--- src/rtl/ubus_pkg.sv ---
// Shared UBus types and helpers: phase enum, size decode, index widths.
package ubus_pkg;

  localparam int unsigned UBUS_SIZE_W = 2;
  localparam int unsigned BEAT_CNT_W  = 4;

  typedef enum logic [1:0] {
    ARB  = 2'd0,
    ADDR = 2'd1,
    DATA = 2'd2
  } ubus_state_e;

  function automatic logic [BEAT_CNT_W-1:0] size_to_beats(input logic [UBUS_SIZE_W-1:0] size);
    return BEAT_CNT_W'(1) << size;
  endfunction

  // Width of an index/counter for n values, never below one bit.
  function automatic int unsigned idx_width(input int unsigned n);
    return (n > 1) ? $clog2(n) : 1;
  endfunction

endpackage

--- src/rtl/ubus_if.sv ---
// UBus shared signal set seen by the arbiter, masters and slaves.
interface ubus_if
  import ubus_pkg::*;
#(
  parameter int unsigned NUM_MASTERS = 2
);
  localparam int unsigned IDX_W = idx_width(NUM_MASTERS);

  logic [NUM_MASTERS-1:0] ubus_req;
  logic [NUM_MASTERS-1:0] ubus_gnt;
  logic                   ubus_start;
  logic                   ubus_read;
  logic                   ubus_write;
  logic [UBUS_SIZE_W-1:0] ubus_size;
  logic                   ubus_bip;
  logic                   ubus_wait;
  logic                   ubus_error;
  logic [IDX_W-1:0]       cur_master;
  logic                   protocol_err;
  logic                   timeout_err;

  modport arb (
    input  ubus_req, ubus_read, ubus_write, ubus_size, ubus_bip, ubus_wait, ubus_error,
    output ubus_gnt, ubus_start, cur_master, protocol_err, timeout_err
  );

  modport master (
    input  ubus_gnt, ubus_start, ubus_wait, ubus_error,
    output ubus_req, ubus_read, ubus_write, ubus_size, ubus_bip
  );

  modport slave (
    input  ubus_start, ubus_read, ubus_write, ubus_size, ubus_bip,
    output ubus_wait, ubus_error
  );

endinterface

--- src/rtl/ubus_rr_picker.sv ---
// Combinational round-robin search starting just after the last winner.
module ubus_rr_picker
  import ubus_pkg::*;
#(
  parameter  int unsigned NUM_MASTERS = 2,
  localparam int unsigned IDX_W       = idx_width(NUM_MASTERS)
) (
  input  logic [NUM_MASTERS-1:0] req_i,
  input  logic [IDX_W-1:0]       last_i,
  output logic                   found_o_c,
  output logic [IDX_W-1:0]       winner_o_c
);

  always_comb begin
    found_o_c  = 1'b0;
    winner_o_c = '0;
    for (int unsigned i = 0; i < NUM_MASTERS; i++) begin
      if (!found_o_c && req_i[(32'(last_i) + 32'd1 + i) % NUM_MASTERS]) begin
        found_o_c  = 1'b1;
        winner_o_c = IDX_W'((32'(last_i) + 32'd1 + i) % NUM_MASTERS);
      end
    end
  end

endmodule

--- src/rtl/ubus_arbiter.sv ---
// UBus central arbiter: round-robin grant, ARB/ADDR/DATA sequencing,
// beat counting, wait timeout and protocol checking.
module ubus_arbiter
  import ubus_pkg::*;
#(
  parameter int unsigned NUM_MASTERS  = 2,
  parameter int unsigned WAIT_TIMEOUT = 16
) (
  input logic ubus_clock,
  input logic ubus_reset,
  ubus_if.arb bus
);

  localparam int unsigned IDX_W  = idx_width(NUM_MASTERS);
  localparam int unsigned WCNT_W = idx_width(WAIT_TIMEOUT);

  ubus_state_e            state_q, state_d;
  logic [NUM_MASTERS-1:0] gnt_q;
  logic                   start_q;
  logic [IDX_W-1:0]       cur_q;
  logic [IDX_W-1:0]       last_q;
  logic                   perr_q, perr_d;
  logic                   terr_q, terr_d;
  logic [BEAT_CNT_W-1:0]  beats_left_q;
  logic [WCNT_W-1:0]      wcnt_q;

  logic                   found_c;
  logic [IDX_W-1:0]       winner_c;
  logic                   beat_done_c;
  logic                   wait_step_c;

  ubus_rr_picker #(
    .NUM_MASTERS(NUM_MASTERS)
  ) u_picker (
    .req_i      (bus.ubus_req),
    .last_i     (last_q),
    .found_o_c  (found_c),
    .winner_o_c (winner_c)
  );

  // Next phase and error detection from the current phase and bus status.
  always_comb begin
    state_d     = state_q;
    perr_d      = 1'b0;
    terr_d      = 1'b0;
    beat_done_c = 1'b0;
    wait_step_c = 1'b0;
    case (state_q)
      // An ARB without start is the post-reset hold; it re-enters a real ARB.
      ARB: state_d = start_q ? ADDR : ARB;
      ADDR: begin
        perr_d  = bus.ubus_read & bus.ubus_write;
        state_d = ((|gnt_q) && (bus.ubus_read ^ bus.ubus_write)) ? DATA : ARB;
      end
      DATA: begin
        if (bus.ubus_error) begin
          state_d = ARB;
        end else if (!bus.ubus_wait) begin
          beat_done_c = 1'b1;
          if (beats_left_q == BEAT_CNT_W'(1)) begin
            perr_d  = bus.ubus_bip;
            state_d = ARB;
          end else begin
            perr_d = !bus.ubus_bip;
          end
        end else if (wcnt_q == WCNT_W'(WAIT_TIMEOUT - 1)) begin
          terr_d  = 1'b1;
          state_d = ARB;
        end else begin
          wait_step_c = 1'b1;
        end
      end
      default: state_d = ARB;
    endcase
  end

  always_ff @(posedge ubus_clock) begin
    if (!ubus_reset) begin
      state_q      <= ARB;
      gnt_q        <= '0;
      start_q      <= 1'b0;
      cur_q        <= '0;
      last_q       <= IDX_W'(NUM_MASTERS - 1);
      perr_q       <= 1'b0;
      terr_q       <= 1'b0;
      beats_left_q <= '0;
      wcnt_q       <= '0;
    end else begin
      state_q <= state_d;
      start_q <= (state_d == ARB);
      perr_q  <= perr_d;
      terr_q  <= terr_d;
      // Grant is recomputed on every entry to ARB and held otherwise.
      if (state_d == ARB) begin
        gnt_q <= found_c ? (NUM_MASTERS'(1) << winner_c) : '0;
        cur_q <= found_c ? winner_c : '0;
        if (found_c) begin
          last_q <= winner_c;
        end
      end
      if (state_q == ADDR) begin
        beats_left_q <= size_to_beats(bus.ubus_size);
      end else if (beat_done_c) begin
        beats_left_q <= beats_left_q - BEAT_CNT_W'(1);
      end
      wcnt_q <= wait_step_c ? (wcnt_q + WCNT_W'(1)) : '0;
    end
  end

  assign bus.ubus_gnt     = gnt_q;
  assign bus.ubus_start   = start_q;
  assign bus.cur_master   = cur_q;
  assign bus.protocol_err = perr_q;
  assign bus.timeout_err  = terr_q;

endmodule

--- src/flat_wrapper.sv ---
// flat-port wrapper written by rule: the top's interface ports become plain ports
module ubus_arbiter_flat import ubus_pkg::*;
#(
  parameter int unsigned NUM_MASTERS  = 2,
  parameter int unsigned WAIT_TIMEOUT = 16
)
  (ubus_clock, ubus_reset, bus_ubus_req, bus_ubus_read, bus_ubus_write, bus_ubus_size, bus_ubus_bip, bus_ubus_wait, bus_ubus_error, bus_ubus_gnt, bus_ubus_start, bus_cur_master, bus_protocol_err, bus_timeout_err);
  ubus_if #(.NUM_MASTERS(NUM_MASTERS)) bus_i ();
  input logic ubus_clock;
  input logic ubus_reset;
  input wire logic [$bits(bus_i.ubus_req)-1:0] bus_ubus_req;
  input wire logic [$bits(bus_i.ubus_read)-1:0] bus_ubus_read;
  input wire logic [$bits(bus_i.ubus_write)-1:0] bus_ubus_write;
  input wire logic [$bits(bus_i.ubus_size)-1:0] bus_ubus_size;
  input wire logic [$bits(bus_i.ubus_bip)-1:0] bus_ubus_bip;
  input wire logic [$bits(bus_i.ubus_wait)-1:0] bus_ubus_wait;
  input wire logic [$bits(bus_i.ubus_error)-1:0] bus_ubus_error;
  output wire logic [$bits(bus_i.ubus_gnt)-1:0] bus_ubus_gnt;
  output wire logic [$bits(bus_i.ubus_start)-1:0] bus_ubus_start;
  output wire logic [$bits(bus_i.cur_master)-1:0] bus_cur_master;
  output wire logic [$bits(bus_i.protocol_err)-1:0] bus_protocol_err;
  output wire logic [$bits(bus_i.timeout_err)-1:0] bus_timeout_err;
  assign bus_i.ubus_req = bus_ubus_req;
  assign bus_i.ubus_read = bus_ubus_read;
  assign bus_i.ubus_write = bus_ubus_write;
  assign bus_i.ubus_size = bus_ubus_size;
  assign bus_i.ubus_bip = bus_ubus_bip;
  assign bus_i.ubus_wait = bus_ubus_wait;
  assign bus_i.ubus_error = bus_ubus_error;
  assign bus_ubus_gnt = bus_i.ubus_gnt;
  assign bus_ubus_start = bus_i.ubus_start;
  assign bus_cur_master = bus_i.cur_master;
  assign bus_protocol_err = bus_i.protocol_err;
  assign bus_timeout_err = bus_i.timeout_err;
  ubus_arbiter #(.NUM_MASTERS(NUM_MASTERS), .WAIT_TIMEOUT(WAIT_TIMEOUT)) u_core (.ubus_clock(ubus_clock), .ubus_reset(ubus_reset), .bus(bus_i));
endmodule
--- config.mk ---
export PLATFORM = sky130hd
export DESIGN_NAME = ubus_arbiter_flat
export DESIGN_NICKNAME = d
export VERILOG_FILES = /design/src/rtl/ubus_pkg.sv /design/src/rtl/ubus_if.sv /design/src/rtl/ubus_rr_picker.sv /design/src/rtl/ubus_arbiter.sv /design/src/flat_wrapper.sv
export SDC_FILE = /design/constraint.sdc
export NUM_CORES = 1
export LEC_CHECK = 0
export CAP_MARGIN = 20
export CORE_MARGIN = 1.5
export CORE_UTILIZATION = 49
export CTS_CLUSTER_SIZE = 24
export DETAILED_ROUTE_END_ITERATION = 8
export GPL_TIMING_DRIVEN = 0
export PLACE_DENSITY = 0.79
export SLEW_MARGIN = 10
export SYNTH_ARGS = -nofsm -noshare
export SYNTH_HDL_FRONTEND = slang
export SYNTH_HIERARCHICAL = 1
export SYNTH_SLANG_ARGS = --single-unit
--- constraint.sdc ---
create_clock -name ubus_clock -period 1.8 [get_ports ubus_clock]
set_input_delay 0.36 -clock ubus_clock [delete_from_list [all_inputs] [get_ports ubus_clock]]
set_output_delay 0.36 -clock ubus_clock [all_outputs]
set_load 0.02 [all_outputs]
Word-level counts from Yosys, hierarchy flattened
Cells that the tools add are included.

cells by class
  shift operators = 2
  reductions and logical operators = 11
  add/sub/neg operators = 4
  magnitude comparators = 2
  muxes and demuxes = 31
  bitwise logic cells = 5
  equality and inequality tests = 4

operators with widths
  operator             number
  $mux 1               21
  $mux 2               6
  $mux 4               2
  $pmux 2 s3           1
  $add 4x1->4 const B  1
  $eq 4x1->1 const B   1
  $eq 4x4->1 const B   1
  $logic_not 2->1      2
  $lt 1x2->1 const B   2
  $reduce_and 2->1     2
  $reduce_or 4->1      1
  $shl 1x2->4 const A  1
  $sub 4x1->4 const B  1
  $not 1->1            3
  $add 1x1->1 const B  2
  $eq 2x1->1 const B   1
  $eq 2x2->1 const B   1
  $logic_and 1x1->1    2
  $logic_not 1->1      2
  $pmux 1 s2           1
  $reduce_bool 2->1    1
  $reduce_or 2->1      1
  $shl 1x1->2 const A  1
  $and 1x1->1          1
  $xor 1x1->1          1

storage, ports and cells
  logic and storage cells = 68
  bits of input ports = 11
  flip-flop bits (word level) = 17

Depth between registers and ports, before layout
  depth in word-level cells = 9
  gate-level depth with buffers = 7
  depth with buffers taken out = 6

Cells and area by module
The synthesis kept the hierarchy.

modules (own cells, without submodules)
  module          cells an instance  instances  area an instance (µm²)  sequential area each (µm²)
  ubus_arbiter    95                 1          839.6                   320.3
  ubus_rr_picker  2                  1          13.8                    0.0

Worst setup path before layout
No wires, ideal clock.

  path kind = register -> register
  start = register u_core.state_q[0]
  end = register u_core.gnt_q[0], in the netlist u_core/bus.ubus_gnt[0]
  setup time = 0.070 ns
  data required time = 1.730 ns
  setup slack = 0.171 ns
  data arrival time = 1.559 ns
  path buffers = 0
  stages on the path, launching flop included = 7
  cell sequence = dfxtp_1 inv_1 ha_1 nor2b_1 nor4bb_2 or4_1 a21oi_1

on the way
  longest elaborated chain between the ends = 5

ends and longest elaborated chain
  element                           line                                    source
  start, declared                   ubus_arbiter.sv:17                      ubus_state_e state_q, state_d;
  start signal, assigned            ubus_arbiter.sv:89                      state_q <= state_d;
  $mux 2, on equally long branches  ubus_arbiter.sv:60, ubus_arbiter.sv:66
  $mux 2                            ubus_arbiter.sv:58                      end else if (!bus.ubus_wait) begin
  $mux 2                            ubus_arbiter.sv:56                      if (bus.ubus_error) begin
  $pmux 2 s3 *                      ubus_arbiter.sv:48                      case (state_q)
  $logic_not 2->1 *                 ubus_arbiter.sv:94                      if (state_d == ARB) begin
  end signal, assigned              ubus_arbiter.sv:95                      gnt_q <= found_c ? (NUM_MASTERS'(1) << winner_c) : '0;
  end, declared                     ubus_arbiter.sv:18                      logic [NUM_MASTERS-1:0] gnt_q;

Every way passes the cells marked *; elsewhere a longest branch is shown, timed or not.
A chain may end at the register's enable or synchronous reset.

Worst setup path after layout
Ends and elaborated chain as after synthesis.

==> run_results.csv <==
group,metric,value,unit
cts,clk_pin_slew,0.10,ns
worst_setup_path,cp_data_arrival_time,1.96,ns
worst_setup_path,regToRegSetupSlack,0.06,ns
worst_hold_path,hp-start,"ubus_reset",
placement,placedCellCount,128,
final_layout,fin_nets,137,
route,routed_wl,1778,um
run_status,outcome,"complete, but fails checks",
worst_setup_path,end_kind,"register",
route,wl_per_cell,13.37,um
timing,worst_slew_pin_slew,0.3932,ns
route,vias_per_cell,5.782,
timing,fin_setup_tns,0,ns
synthesis,synthCells,97,
run,drv_cap,0,
grt,track_usage,21.09,%
synthesis,synth_area,853.3,sq um
placement,place_congestion,0.7527,
timing,max_freq,576.2,MHz
grt,grt_pass1_wl,2967,um
floorplan,rows,14,
cts,ctsHoldBuffers,0,
cts,cts_tree,"yes",
grt,grt_pass1_vias,705,
floorplan,die_h,44.73,um
power_and_ir_drop,power_density,680.4,nW/um^2
worst_setup_path,crit_path_start_kind,"register",
grt,grt_max_degree,11,
final_layout,syn_to_final_growth,30.35,%
power_and_ir_drop,p_leak,0.4458,nW
cts,clkSinkCount,16,
grt,antenna_found_initial,0,
synthesis,synth_top_area_share,37.54,%
worst_setup_path,required,2.03,ns
worst_setup_path,reg2reg_from,"u_core/state_q[0]",
floorplan,die_w,44.73,um
route,drtIter0Drc,16,
power_and_ir_drop,peakVddDrop,0.6741,mV
route,drt_pass1_iterations,6,
route,postRouteAntennaNets,0,
final_layout,drive_above_1_share,14.53,%
worst_setup_path,cp_max_fo,6,
floorplan,io_pins,17,
cts,root_buffer,"clkbuf_4",
timing,slew_violations,0,
synthesis,syn_area_per_cell,8.797,sq um
cts,htreeDepth,1,
timing,fin_skew,0.004093,ns
route,vias,769,
worst_setup_path,rr_endpoint,"u_core/bus.ubus_gnt[0]",
worst_hold_path,min_to,"u_core/last_q",
worst_hold_path,hp-class,"in2reg",
placement,portBuffers,15,
worst_setup_path,critPathKind,"reg2reg",
timing,period_share,96.41,%
cts,clk_latency,0.29,ns
synthesis,syn_nets,116,
final_layout,diodes,0,
synthesis,synthDistinctLibCells,34,
timing,period_minus_slack,1.735,ns
worst_setup_path,ff2ff_path_depth,6,
worst_hold_path,min_path_cells,2,
floorplan,core_region_area,1559,sq um
grt,grt-ovfl-total,0,
timing,rsz0062_at_grt,"true",
route,drc,2,
timing,setup_viol_count_final,0,
synthesis,seq_area_frac_synth,37.54,%
synthesis,yosys-top-cells-area,"dfxtp_1 38%, ha_1 12%, a21oi_1 4.1%",
floorplan,dieArea,2001,sq um
synthesis,ys_warn_count,6,
timing,maxSlewHeadroom,73.67,%
final_layout,fin_util,71.35,%
synthesis,synth-seq-cells,16,
placement,hpwlAfterDp,1310,um
final_layout,fin_cells,133,
cts,clock_tree.buffer_depth,2,
cts,cts_buffers,3,
run_status,violations,"DRC",
synthesis,yosysTopAreaCell,"dfxtp_1",
floorplan,initial_core_util,54.74,%
timing,final-hold-violation-count,0,
how the worst max path moves through the flow:
stage | slack, ns | depth (start not counted) | startpoint | to
2_1_floorplan | 0.17 | 6 | u_core/state_q[0] | u_core/bus.ubus_gnt[0]
3_3_place_gp | -0.26 | 5 | bus_ubus_wait | u_core/bus.ubus_gnt[0]
3_5_place_dp | -0.28 | 5 | bus_ubus_wait | u_core/bus.ubus_gnt[0]
4_1_cts | 0.006 | 5 | bus_ubus_wait | u_core/beats_left_q[2]
5_1_grt | -0.007 | 5 | u_core/state_q[0] | u_core/last_q
6_report | 0.06 | 6 | u_core/state_q[0] | u_core/bus.ubus_gnt[0]
flip-flops by register name, indices dropped and copies added (netlist names):
name,flops
u_core/wcnt_q,4
u_core/bus.ubus_gnt,2
u_core/beats_left_q,4
u_core/bus.timeout_err,1
u_core/bus.ubus_start,1
u_core/bus.protocol_err,1
u_core/last_q,1
u_core/state_q,2
metrics by stage:
stage | power, mW | setup slack (ns) | hold WS (ns) | instance area (sq um)
after global routing | 0.7847 | -0.007253 | 0.4648 | 1112
final | 0.7568 | 0.06454 | 0.4173 | 1112
after floorplan | 0.4600 | 0.1707 | 0.4179 | 853.3
after CTS | 0.7615 | 0.005579 | 0.4213 | 1092
after global placement | 0.5112 | -0.2648 | 0.4308 | 1023
after detailed placement | 0.5146 | -0.2775 | 0.4377 | 1023
critical path: stages, from the launching register on:
cell	delay, ns
dfxtp_4	0.38
inv_1	0.06
ha_1	0.23
nor2b_2	0.18
nor4bb_4	0.18
or4_1	0.49
a21oi_1	0.15
logic make-up after synthesis:
family          after synthesis  synth area share (%)
simple gates                 36                 25.22
xor+xnor                      5                 5.132
buf+inv                      11                 5.279
fa+ha+maj                     8                 11.73
flops                        16                 37.54
compound gates               21                 15.10
repair_timing:
action	in CTS	in global routing
resized for setup	6	6
endpoints found under the setup margin	3	7
hold endpoints to repair	0	0
buffers inserted	1	1
pin swaps	1	3
synth_stat cells (all sizes together):
cell / n
a22oi: 1
nor3: 1
xnor2: 4
dfxtp: 16
buf: 1
o21ai: 6
inv: 8
nor3b: 2
clkbuf: 2
o21a: 1
nor2b: 1
nor2: 8
o211a: 1
a211o: 1
xor2: 1
or3: 3
and4bb: 1
nand3: 5
nand2b: 1
or3b: 1
a21boi: 1
o31ai: 1
or4: 1
o211ai: 1
o21bai: 1
or2: 1
ha: 8
nand2: 6
and3: 1
a21oi: 7
nor4bb: 1
nor4b: 1
nand4: 2
routing by layer:
metal | global-route usage, % | vias up | wire [um] | share of wire [%]
met5 | 0 | - | 0 | 0
met4 | 14.55 | 0 | 46 | 2.6
met3 | 2.400 | 4 | 55 | 3.1
met2 | 33.91 | 15 | 850 | 48
met1 | 26.25 | 371 | 826 | 46
li1 | - | 379 | - | -
power by group:
group | internal, mW | switching [mW] | total (mW)
clock | 0.123 | 0.117 | 0.241
sequential | 0.370 | 0.0140 | 0.384
combinational | 0.0685 | 0.0642 | 0.133
total | 0.561 | 0.195 | 0.757
layout by cell type (no fill, tap or decap), drive strengths merged, types with 4 or more instances in the layout:
master,count
clkdlybuf4s50,13
clkbuf,5
a21oi,7
xnor2,4
o21ai,6
dfxtp,16
nor2,8
nand3,5
inv,8
nand2,6
ha,8
cell type report:
| type | instances | area [sq um] |
|---|---|---|
| Timing Repair Buffer | 17 | 170.2 |
| Fill cell | 120 | 446.7 |
| Tap cell | 16 | 20.02 |
| Multi-Input combinational cell | 70 | 519.2 |
| Inverter | 8 | 30.03 |
| Sequential cell | 16 | 325.3 |
| Clock buffer | 4 | 36.28 |
| Buffer | 2 | 11.26 |
(Power assumes the default switching activity.)
==> RTL edit 1, RTL diff (config.mk and constraints unchanged) <==
The 3 states of `ubus_state_e` get a one-hot encoding in 3 bits.
--- a/src/rtl/ubus_pkg.sv
+++ b/src/rtl/ubus_pkg.sv
@@ -4,10 +4,10 @@
   localparam int unsigned UBUS_SIZE_W = 2;
   localparam int unsigned BEAT_CNT_W  = 4;
 
-  typedef enum logic [1:0] {
-    ARB  = 2'd0,
-    ADDR = 2'd1,
-    DATA = 2'd2
+  typedef enum logic [2:0] {
+    ARB  = 3'b001,
+    ADDR = 3'b010,
+    DATA = 3'b100
   } ubus_state_e;
 
   function automatic logic [BEAT_CNT_W-1:0] size_to_beats(input logic [UBUS_SIZE_W-1:0] size);
Check against the original RTL: same outputs for any inputs over 4 cycles, from zero or initial values and one cycle with ubus_reset low; so few cycles prove little.
==> RTL edit 1 against the unedited design <==
Core utilization fell by 3.7 points. Worst hold slack better by 0.037 ns. Maximum frequency is 0.12% lower. Worst setup slack lost 0.0020 ns. Sequential cell count up 1. Synthesized area increased by 13%. Critical path depth fell by 4. Cell area grew 8.4%. Routed wire length is 7.1% higher. Non-clock buffer count is 1 higher. Largest cell class unchanged. Highest routed layer unchanged.
Power is not compared: it rests on default switching activity, and its combinational part moved more than twofold at a synthesized area within 25%.
==> RTL edit 1: results (changes against the unedited design) <==
* Synth Net Count at 121 (+4.3%)
* CP arrival at 1.38 ns (-0.58 ns)
* Multi-input gates at 78 (+11%)
* Distinct cell type count after synthesis at 42 (+24%)
* Post-Synthesis Cells at 106 (+9.3%)
* Layout cells sized above 1 at 16.80% (+2.3 points)
* Finished Layout Cells at 150 (+13%)
* Worst R2R Setup Slack at 0.17 ns (+0.11 ns)
* GRT Total Usage at 20.40% (-0.68 points)
* Non-clock buffers at 20 (+1)
* Non-clk buf share at 16.29% (-0.024 points)
* Met1 Wirelength at 970 um (+17%)
* First-pass GRT wire length at 3256 um (+9.7%)
* Final nets at 141 (+2.9%)
* Area after DPL at 1150 sq um (+12%)
* Biggest regs: u_core/beats_left_q x4, u_core/wcnt_q x4, u_core/state_q x3
* DRT Pass-1 Iters at 4 (-2)
* Global Route met1 Usage at 28.44% (+2.2 points)
* Slowest CP cell: clkdlybuf4s50_1
* Met3 Use GR at 4.528% (+2.1 points)
* Footprint of the multi-input gates at 589.3 sq um (+13%)
* TritonCTS Sinks at 17 (+1)
* Worst slack, placed at -0.2840 ns (-0.006470 ns)
* Per-cell routed wire length at 12.70 um (-5.0%)
* Final Skew at 0.001835 ns (-0.002258 ns)
* Fillers at 155 (+29%)
* Nonclk inv count at 6 (-2)
* Met2 Track Usage GR at 31.62% (-2.3 points)
* Hold Slack at 0.4547 ns (+0.03744 ns)
* Reg clk slew, reported paths at 0.10 ns (about the same)
* Seq/Total Area, Yosys at 35.14% (-2.4 points)
* Status: finished, final reports clean
* Via-to-Cell Ratio at 5.467 (-5.5%)
* Met3 wire len at 45 um (-18%)
* Delay-heaviest family, CP: buffers and inverters
* Post-CTS Setup Inserts at 0 (-1)
* Critical Path Max Stage Delay at 0.58 ns (+0.09 ns)
* Vias in the first global route at 778 (+10%)
* Top cells by area, synth: dfxtp_1 (35%), ha_1 (5.2%), nor2_1 (4.7%)
==> RTL edit 1: changes by cell type in the layout (fill, tap and decap cells not counted), sizes merged, moves of 2 or more <==
cell | before | now
a21boi | 1 | 3
a21oi | 7 | 5
a31oi | 0 | 3
ha | 8 | 4
inv | 8 | 6
nand2 | 6 | 4
nand4 | 2 | 4
nor2 | 8 | 12
o21ai | 6 | 2
or3b | 1 | 3
==> RTL edit 1: path summary, 6_finish.rpt <==
check                              start                     end  depth (start not counted)
hold / removal                ubus_reset       u_core/state_q[0]                          2
setup reg to reg  u_core/beats_left_q[0]  u_core/beats_left_q[2]                          6
hold reg to reg         u_core/wcnt_q[0]        u_core/wcnt_q[0]                          1
setup / recovery   u_core/bus.cur_master         bus_ubus_gnt[1]                          2
==> RTL edit 1: repair_timing <==
item                                    4_1_cts  5_1_grt
pin swaps                                     0        1
resized for setup                             1        5
endpoints found under the setup margin        3        4
==> RTL edit 1: power by group through the flow <==
stage | clock network (mW) | logic [mW] | registers (mW)
6_report | 0.202 | 0.534 | 0.480
5_1_grt | 0.226 | 0.580 | 0.488
4_1_cts | 0.210 | 0.513 | 0.479
3_5_place_dp | 0 | 0.511 | 0.486
3_3_place_gp | 0 | 0.503 | 0.485
2_1_floorplan | 0 | 0.348 | 0.508
==> RTL edit 1: kinds of logic (layout without fill, tap and decap cells) <==
logic type / after synthesis / after routing / share of synthesized area [%]
xor gates and xnor gates: 4 / 4 / 3.618
muxes: 1 / 1 / 1.034
DFF: 17 / 17 / 35.14
AOI/OAI and AO/OA: 26 / 26 / 21.32
and+or+nand+nor: 43 / 43 / 26.87
buffers and inverters: 11 / 30 / 6.847
adders and majority gates: 4 / 4 / 5.168
==> RTL edit 2, RTL diff (same settings) <==
Made on the original files. `UBUS_SIZE_W`: 2 -> 4.
--- a/src/rtl/ubus_pkg.sv
+++ b/src/rtl/ubus_pkg.sv
@@ -1,7 +1,7 @@
 // Shared UBus types and helpers: phase enum, size decode, index widths.
 package ubus_pkg;
 
-  localparam int unsigned UBUS_SIZE_W = 2;
+  localparam int unsigned UBUS_SIZE_W = 4;
   localparam int unsigned BEAT_CNT_W  = 4;
 
   typedef enum logic [1:0] {
Ports: changed (resized bus_ubus_size); port bits go from 17 to 19. The function was not compared with the original's and may differ.
==> RTL edit 2 against the unedited design <==
Sequential share of layout area is 0.67 points lower. Critical path type is now primary input to register. Via count is 4.6% higher. Worst setup slack better by 0.016 ns. Power is 4.1% lower. Synthesized area is 1.0% higher. Cell area is 2.4% higher. Routed wire length is 3.3% higher. Sequential cell count stayed put.
==> RTL edit 2: results (changes against the unedited design) <==
* Layout cells sized above 1 at 13.22% (-1.3 points)
* Distinct cell type count after synthesis at 35 (+2.9%)
* Final Skew at 0.004231 ns (+0.0001378 ns)
* Worst setup path start: bus_ubus_read
* DRT iter0 DRCs at 22 (+6)
* Clk Latency, worst-skew pair at between 0.2 and 0.3 ns
* Routed via count at 804 (+4.6%)
* Worst Hold Path EP: u_core/wcnt_q[0]
* Placer congestion estimate at 0.8319 (+11%)
* Port Buffers at 18 (+3)
* GRT Total Usage at 21.16% (+0.069 points)
* Pint at 0.5283 mW (-5.9%)
* Synth Net Count at 120 (+3.4%)
* Highest clock rate at 0.5817 GHz (+0.95%)
* Per-cell routed wire length at 13.41 um (+0.30%)
* Register share of total power at 53.5% (+2.8 points)
* Peak VDD IR at 0.0004432 V (-34%)
* Biggest regs: u_core/beats_left_q x4, u_core/wcnt_q x4
* DP Cell Count at 133 (+3.9%)
* Final nets at 144 (+5.1%)
* Seq/Total Area, Yosys at 37.16% (-0.38 points)
* DRT Pass-1 Iters at 4 (-2)
* HPWL Detailed at 1367 um (+4.4%)
* Least-Margin Pin Slew at 0.4857 ns (+0.09244 ns)
* Clock power share at 25.5% (-6.3 points)
* Worst Path Class, Setup: primary input to register
* Area after DPL at 1062 sq um (+3.8%)
* CP arrival at 1.94 ns (-0.02 ns)
* RR Startpoint: u_core/state_q[1]
* Post-CTS Setup Inserts at 0 (-1)
* Comb. pwr at 0.153 mW (+15%)
* Resize count post-CTS at 1 (-5)
* Reg2reg path depth at 7 (+1)
* Number of diodes at 0 (unchanged)
* Vias in the first global route at 781 (+11%)
* Status: finished, final reports clean
* Hold Path Class: register to register
* Initial antenna violation count at 0 (unchanged)
* First-pass GRT wire length at 3111 um (+4.9%)
* Hold Slack at 0.4578 ns (+0.04047 ns)
* Synth cell count leaders: dfxtp_1 (16), inv_1 (11), a21oi_1 (8), ha_1 (8), nor2_1 (7)
* Post-Synthesis Cells at 99 (+2.1%)
* Via-to-Cell Ratio at 5.869 (+1.5%)
RTL edit 2: worst max-delay path, cell delays in order:
cell             delay [ns]
clkdlybuf4s50_1        0.40
ha_1                   0.32
o211ai_1               0.14
a21oi_2                0.14
or4_4                  0.43
a21oi_2                0.14
RTL edit 2: cells by family (layout without fill, tap and decap cells):
family	Yosys count	in the layout	synth area share, %
xor gates and xnor gates	3	3	3.048
and+or+nand+nor	34	34	24.24
buffers and inverters	13	35	6.241
DFF	16	16	37.16
AOI/OAI and AO/OA	25	25	17.71
adders and majority gates	8	8	11.61
RTL edit 2: layer usage:
metal	global-route usage [%]	share of wire (%)
met4	11.76	1.0
met3	4.400	5.6
met2	35.14	48
met5	0	0
met1	25.19	46
RTL edit 2: area by class of cell:
class	count	area, sq um	share of cell area (%)
Clock buffer	3	22.52	1.978
Multi-Input combinational cell	70	521.8	45.82
Tap cell	16	20.02	1.758
Buffer	2	15.01	1.319
Inverter	11	41.29	3.626
Sequential cell	16	325.3	28.57
Timing Repair Buffer	19	192.7	16.92
